--- config.mk ---
export PLATFORM = sky130hd
export DESIGN_NAME = clk_div_sequencer
export DESIGN_NICKNAME = d
export VERILOG_FILES = /design/src/rtl/clk_div_sequencer.sv
export SDC_FILE = /design/constraint.sdc
export NUM_CORES = 1
export LEC_CHECK = 0
export CORE_AREA = 2 2 73 75
export CTS_CLUSTER_SIZE = 10
export DETAILED_ROUTE_END_ITERATION = 7
export DIE_AREA = 0 0 75 77
export PLACE_DENSITY = 0.77
export SETUP_SLACK_MARGIN = 0.3
export SLEW_MARGIN = 25
export SYNTH_ARGS = -nofsm -noshare
export SYNTH_HDL_FRONTEND = slang
export SYNTH_SLANG_ARGS = --single-unit
--- constraint.sdc ---
create_clock -name inClk -period 3.5 [get_ports inClk]
set_input_delay 0.7 -clock inClk [delete_from_list [all_inputs] [get_ports inClk]]
set_output_delay 0.7 -clock inClk [all_outputs]
set_load 0.005 [all_outputs]
--- src/rtl/clk_div_sequencer.sv ---
// Programmable clock-enable sequencer: emits a one-cycle tick and a 50% outClk
// every div_eff cycles under run / stop / single-step control.
module clk_div_sequencer #(
   parameter int unsigned WIDTH       = 16,
   parameter int unsigned DEFAULT_DIV = 4
) (
   input  logic             inClk,
   input  logic             reset,
   input  logic             cfg_valid,
   input  logic [WIDTH-1:0] cfg_div,
   output logic             cfg_ready,
   input  logic             run,
   input  logic             step,
   output logic             tick,
   output logic             outClk,
   output logic             busy,
   output logic [WIDTH-1:0] count
);

   localparam logic [1:0] IDLE     = 2'd0;
   localparam logic [1:0] RUN      = 2'd1;
   localparam logic [1:0] STOPPING = 2'd2;
   localparam logic [1:0] STEP     = 2'd3;

   localparam logic [WIDTH-1:0] ONE      = WIDTH'(1);
   localparam logic [WIDTH-1:0] DIV_RST  = WIDTH'(DEFAULT_DIV);

   logic [1:0]       state_q, state_d;
   logic [WIDTH-1:0] div_q, div_d;
   logic [WIDTH-1:0] cnt_q, cnt_d;
   logic             tick_q, tick_d;
   logic             outclk_q, outclk_d;

   logic [WIDTH-1:0] div_eff;
   logic             wrap;
   logic             counting;
   logic             cfg_xfer;

   // A zero divisor behaves as divide-by-one, so cnt can never run past div_eff-1.
   assign div_eff  = (div_q == '0) ? ONE : div_q;
   assign wrap     = (cnt_q == (div_eff - ONE));
   assign counting = (state_q != IDLE);

   assign cfg_ready = (state_q == IDLE) || ((state_q == RUN) && wrap);
   assign cfg_xfer  = cfg_valid && cfg_ready;

   always_comb begin
      state_d  = state_q;
      div_d    = div_q;
      cnt_d    = cnt_q;
      tick_d   = 1'b0;
      outclk_d = outclk_q;

      if (cfg_xfer) begin
         div_d = cfg_div;
      end

      if (counting) begin
         if (wrap) begin
            cnt_d    = '0;
            tick_d   = 1'b1;
            outclk_d = ~outclk_q;
         end else begin
            cnt_d    = cnt_q + ONE;
         end
      end

      case (state_q)
         IDLE: begin
            cnt_d = '0;
            if (run) begin
               state_d = RUN;
            end else if (step) begin
               state_d = STEP;
            end
         end
         RUN: begin
            if (!run) begin
               state_d = STOPPING;
            end
         end
         STOPPING: begin
            // Re-asserting run resumes without disturbing the current period.
            if (run) begin
               state_d = RUN;
            end else if (wrap) begin
               state_d = IDLE;
            end
         end
         STEP: begin
            if (wrap) begin
               state_d = IDLE;
            end
         end
         default: begin
            state_d = IDLE;
         end
      endcase
   end

   always_ff @(posedge inClk) begin
      if (reset) begin
         state_q  <= IDLE;
         div_q    <= DIV_RST;
         cnt_q    <= '0;
         tick_q   <= 1'b0;
         outclk_q <= 1'b0;
      end else begin
         state_q  <= state_d;
         div_q    <= div_d;
         cnt_q    <= cnt_d;
         tick_q   <= tick_d;
         outclk_q <= outclk_d;
      end
   end

   assign tick   = tick_q;
   assign outClk = outclk_q;
   assign busy   = (state_q != IDLE);
   assign count  = cnt_q;

endmodule

# Word-level counts from Yosys, hierarchy flattened
# Cells that the tools add are included.
# W data, S select, Z words.
totals:
  regBits: 36
  input_bits: 21
  out_inout_bits: 20
  wordCells: 34
classes:
  n_addsub: 2
  eq_ne: 6
  mux: 9
  n_bitwise: 2
  reduce_logical: 10
op_table:
  columns: ["op", "n"]
  rows:
  - ["$mux W16", 2]
  - ["$add A16 B1 Y16 const B", 1]
  - ["$eq A16 B16 Y1", 1]
  - ["$logic_not A16 Y1", 1]
  - ["$sub A16 B1 Y16 const B", 1]
  - ["$mux W2", 5]
  - ["$pmux W2 S4", 1]
  - ["$eq A2 B2 Y1 const B", 2]
  - ["$reduce_and A2 Y1", 2]
  - ["$reduce_or A2 Y1", 2]
  - ["$ne A3 B3 Y1 const B", 1]
  - ["$eq A2 B1 Y1 const B", 1]
  - ["$logic_and A1 B1 Y1", 2]
  - ["$logic_not A2 Y1", 1]
  - ["$ne A2 B2 Y1 const B", 1]
  - ["$not A1 Y1", 2]
  - ["$reduce_bool A2 Y1", 1]
  - ["$logic_or A1 B1 Y1", 1]
  - ["$mux W1", 1]

# Longest topological paths before layout
depth:
  depth_word: 7
  ltp_mapped: 15
  depth_no_buf: 12

# Least setup slack after synthesis
# Ideal clock, no wire load.
synth_path:
  kind: "reg-to-output"
  start: "register div_q[4]"
  end: "output port cfg_ready"
  arrival_ps: 3026
  t_required_ps: 2800
  path_slack_ps: -226
  stages_incl_launch_ff: 14
  path_buffers: 2
  cell_sequence: "dfxtp_1 > buf_6 > nor4_1 > and4_1 > a21oi_1 > ha_1 > or3b_1 > clkbuf_1 > xor2_1 > a2111oi_0 > nand3_1 > nor4b_4 > o2111ai_4 > a21oi_1"
synth_between:
  elab_chain_cells: 6
synth_lines:
  columns: ["element", "line", "source"]
  rows:
  - ["from (decl)", "29", "logic [WIDTH-1:0] div_q, div_d;"]
  - ["from (signal assigned)", "110", "div_q <= div_d;"]
  - ["$logic_not A16 Y1", "40", "assign div_eff = (div_q == '0) ? ONE : div_q;"]
  - ["$mux W16 (*)", "40", null]
  - ["$sub A16 B1 Y16 (*)", "41", "assign wrap = (cnt_q == (div_eff - ONE));"]
  - ["$eq A16 B16 Y1 (*)", "41", null]
  - ["$logic_and A1 B1 Y1 (*)", "44", "assign cfg_ready = (state_q == IDLE) || ((state_q == RUN) && wrap);"]
  - ["$logic_or A1 B1 Y1 (*)", "44", null]
  - ["to (decl)", "11", "output logic cfg_ready,"]
# Mark *: on every way between the ends. The rest lies on a longest branch, timed or not.

# Worst setup path in the final report
layout_path:
  start: "register div_q[8]"
  end: "output port cfg_ready"
# The elaborated chain is that of the path after synthesis.

==> reports/qor.yml <==
result_of_the_run: "finished with violations"
failed_checks: "negative setup slack"
aggregate_routed_wire_length_mm: 5.83
floorplan.die.width_um: 75
dpl_cell_area_um2: 2960
signal_arrival_time_at_the_worst_endpoint_ns: 3.12
layout_utilization: 0.652
antenna_violating_nets_remaining: 0
cts_buffer_depth: 2
critPathMaxFanout: 3
slew_violations: 0
avgRoutedWirePerCell_um: 14.4
grtUsageTotal: 0.212
final-seq-area_um2: 734
core_area_um2: 4980
synth_top_area_frac: 0.317
grt-busiest-layer: "met2"
cts_num_sinks: 36
initial_core_util: 0.457
setup_slack_ns: -0.316
drive_gt1_frac: 0.317
detail_route.drc_violations: 0
post-route-cell-area_um2: 3250
report.final.setup_viol: 18
global_route.usage.met1: 0.263
ys_top_cells_by_area: "sky130_fd_sc_hd__dfxtp_1 (32%), sky130_fd_sc_hd__mux2i_1 (7.0%), sky130_fd_sc_hd__xnor2_1 (6.9%)"
syn_nets: 285
die_y_um: 77
maximum_clock_rate_ghz: 0.262
route.detailed.vias_per_inst: 5.26
synth_area_per_cell_um2: 8.69
rows: 26
fill_cells: 399
synth_warnings: 0
clock_root_buffer_master: "sky130_fd_sc_hd__clkbuf_8"
rsz0062_at_grt: "yes"
rel_slew_slack: 0.491
detailedRoute.firstIterationViolations: 81
area.growth.synth_to_final_pct: 42.6
tightest_slew_ns: 0.762
syn-instance-count: 262
ys_ff_latch: 36
hold_buffers: 0
grt_use_met3: 0.0355
crit_path_end_kind: "output pin"
numPortBuffers: 40
critical_path_class: "flop to output pin"
grt_pass1_wl_mm: 9.65
antenna_cells: 0
hpwl_mm: 4.02
timing.final.hold_violations: 0
cap_violations: 0
layout_common_cells: "sky130_fd_sc_hd__nor2_1 (41), sky130_fd_sc_hd__clkdlybuf4s50_1 (39), sky130_fd_sc_hd__buf_4 (30)"
layout_commonest_cell: "sky130_fd_sc_hd__nor2_1"
cts_tree: "yes"
cts_buffer_count: 5
worst_setup_hold_path_clk_slew_ns: 0.07
drt-pass1-iter-count: 5
grt_overflow: 0
worst_clock_skew_ns: 0.00573
power_density_nw_per_um2: 334
synth_ff_type: "sky130_fd_sc_hd__dfxtp_1"
floorplan.die_area_um2: 5780
worstSetupStartpointType: "flop"
grt_start_max_net_pins: 28
grt_pass1_vias: 2153
grt_util_met2: 0.354
min-delay-path-class: "flop to flop"
fin_crit_ns: 3.82
clock_latency_ns: 0.29
multi_input_area_um2: 1580
cts-htree-levels: 2
seq_area_frac_synth: 0.317
number_of_antenna_violations_at_the_first_check_in_global_routing: 0
io_pins: 41
routabilityCongestion: 0.861
leakage_power_nw: 1.21
detailroute.via_count: 2125
post_synth_num_cell_types: 54
count_of_flip_flops_with_a_built_in_enable_after_synthesis: 0
post_synth_instance_area_um2: 2280
nets: 357
synth_largest_area_cell: "sky130_fd_sc_hd__dfxtp_1"
async_flop_share: 0
crit_path_required_time_ns: 2.80
fin_crit_sh: 1.09
ir_drop_mv: 0.268
==> layer usage <==
metal  part of all wire  vias to the layer above  wire, um
met5                  0                        -         0
met4              0.020                        0       114
met3              0.050                       11       291
met2               0.51                       67      2980
met1               0.42                      996      2450
li1                   -                     1051         -
==> logic make-up (layout without fill, tap and decap cells) <==
logic type | count (synthesis) | after routing | synth area share
and+or+nand+nor | 135 | 135 | 0.348
AOI/OAI and AO/OA | 25 | 25 | 0.0885
DFF | 36 | 36 | 0.317
buffers and inverters | 16 | 88 | 0.0423
adders and majority gates | 2 | 2 | 0.0110
xor gates and xnor gates | 32 | 32 | 0.123
muxes | 16 | 16 | 0.0704
==> final timing paths <==
path,start,endpoint,slack [ns],cells past startpoint
hold / removal,div_q[2],div_q[2],0.53,2
hold reg to reg,div_q[2],div_q[2],0.53,2
setup reg to reg,div_q[8],div_q[13],-0.24,17
setup / recovery,div_q[8],cfg_ready,-0.32,12
==> power by group <==
| group | switching [W] | internal (W) |
|---|---|---|
| Sequential | 0.0000176 | 0.000428 |
| Clock | 0.000146 | 0.000175 |
| Combinational | 0.000146 | 0.000170 |
| Total | 0.000310 | 0.000774 |
==> stage by stage <==
| stage | setup slack [ns] | total power (W) | hold WS (ns) | std cells | TNS (ns) |
|---|---|---|---|---|---|
| after CTS | -0.280 | 0.00107 | 0.499 | 404 | -3.08 |
| final | -0.316 | 0.00108 | 0.533 | 404 | -3.47 |
| after floorplan | 0.0560 | 0.000619 | 0.474 | 262 | 0 |
| after global routing | -0.465 | 0.00112 | 0.561 | 404 | -7.33 |
| after global placement | -0.319 | 0.000720 | 0.471 | 390 | -0.319 |
| after detailed placement | -0.419 | 0.000725 | 0.487 | 390 | -0.419 |
==> what timing repair did <==
action,4_1_cts,5_1_grt
pin swaps,10,1
gates resized for setup,26,11
gates cloned,2,0
endpoints found under the setup margin,33,37
buffers inserted,5,0
==> synthesized netlist by cell type, types with 2 or more instances <==
library cell and instances:
sky130_fd_sc_hd__xnor2_1 18, sky130_fd_sc_hd__or2b_2 16, sky130_fd_sc_hd__nand4_1 3, sky130_fd_sc_hd__and3_1 3, sky130_fd_sc_hd__nor2_1 41, sky130_fd_sc_hd__ha_1 2, sky130_fd_sc_hd__nand2_1 13, sky130_fd_sc_hd__dfxtp_1 36
sky130_fd_sc_hd__nor4_1 7, sky130_fd_sc_hd__or4_4 2, sky130_fd_sc_hd__a2111oi_0 2, sky130_fd_sc_hd__mux2i_1 16, sky130_fd_sc_hd__a21oi_1 10, sky130_fd_sc_hd__o21ai_0 4, sky130_fd_sc_hd__xor2_1 14, sky130_fd_sc_hd__nand3_1 13
sky130_fd_sc_hd__nand2b_1 14, sky130_fd_sc_hd__clkbuf_1 6, sky130_fd_sc_hd__inv_1 3, sky130_fd_sc_hd__nor3_1 5
==> layout make-up <==
cell class | instances | share of cell area
multi-input cells | 210 | 0.488
flip-flops and latches | 36 | 0.226
repair buffers | 78 | 0.226
clock buffers | 7 | 0.0297
well taps | 70 | 0.0270
inverters | 3 | 0.00347
==> registers in the layout, summed over array words and instances (netlist names) <==
register and cells:
tick 1, outClk 1, div_q 16, count 16
state_q 2
==> worst max-delay path: stages (launching register included) <==
cell and delay, ns:
sky130_fd_sc_hd__dfxtp_2 0.36, sky130_fd_sc_hd__nor4_4 0.05, sky130_fd_sc_hd__and4_4 0.19, sky130_fd_sc_hd__a21oi_2 0.15, sky130_fd_sc_hd__ha_2 0.19, sky130_fd_sc_hd__or3b_4 0.40
sky130_fd_sc_hd__xor2_2 0.17, sky130_fd_sc_hd__a2111oi_4 0.34, sky130_fd_sc_hd__nand3_1 0.17, sky130_fd_sc_hd__nor4b_4 0.32, sky130_fd_sc_hd__o2111ai_4 0.18, sky130_fd_sc_hd__a21oi_2 0.17
sky130_fd_sc_hd__buf_2 0.12
Note: power is estimated with default switching activity, not from simulation.
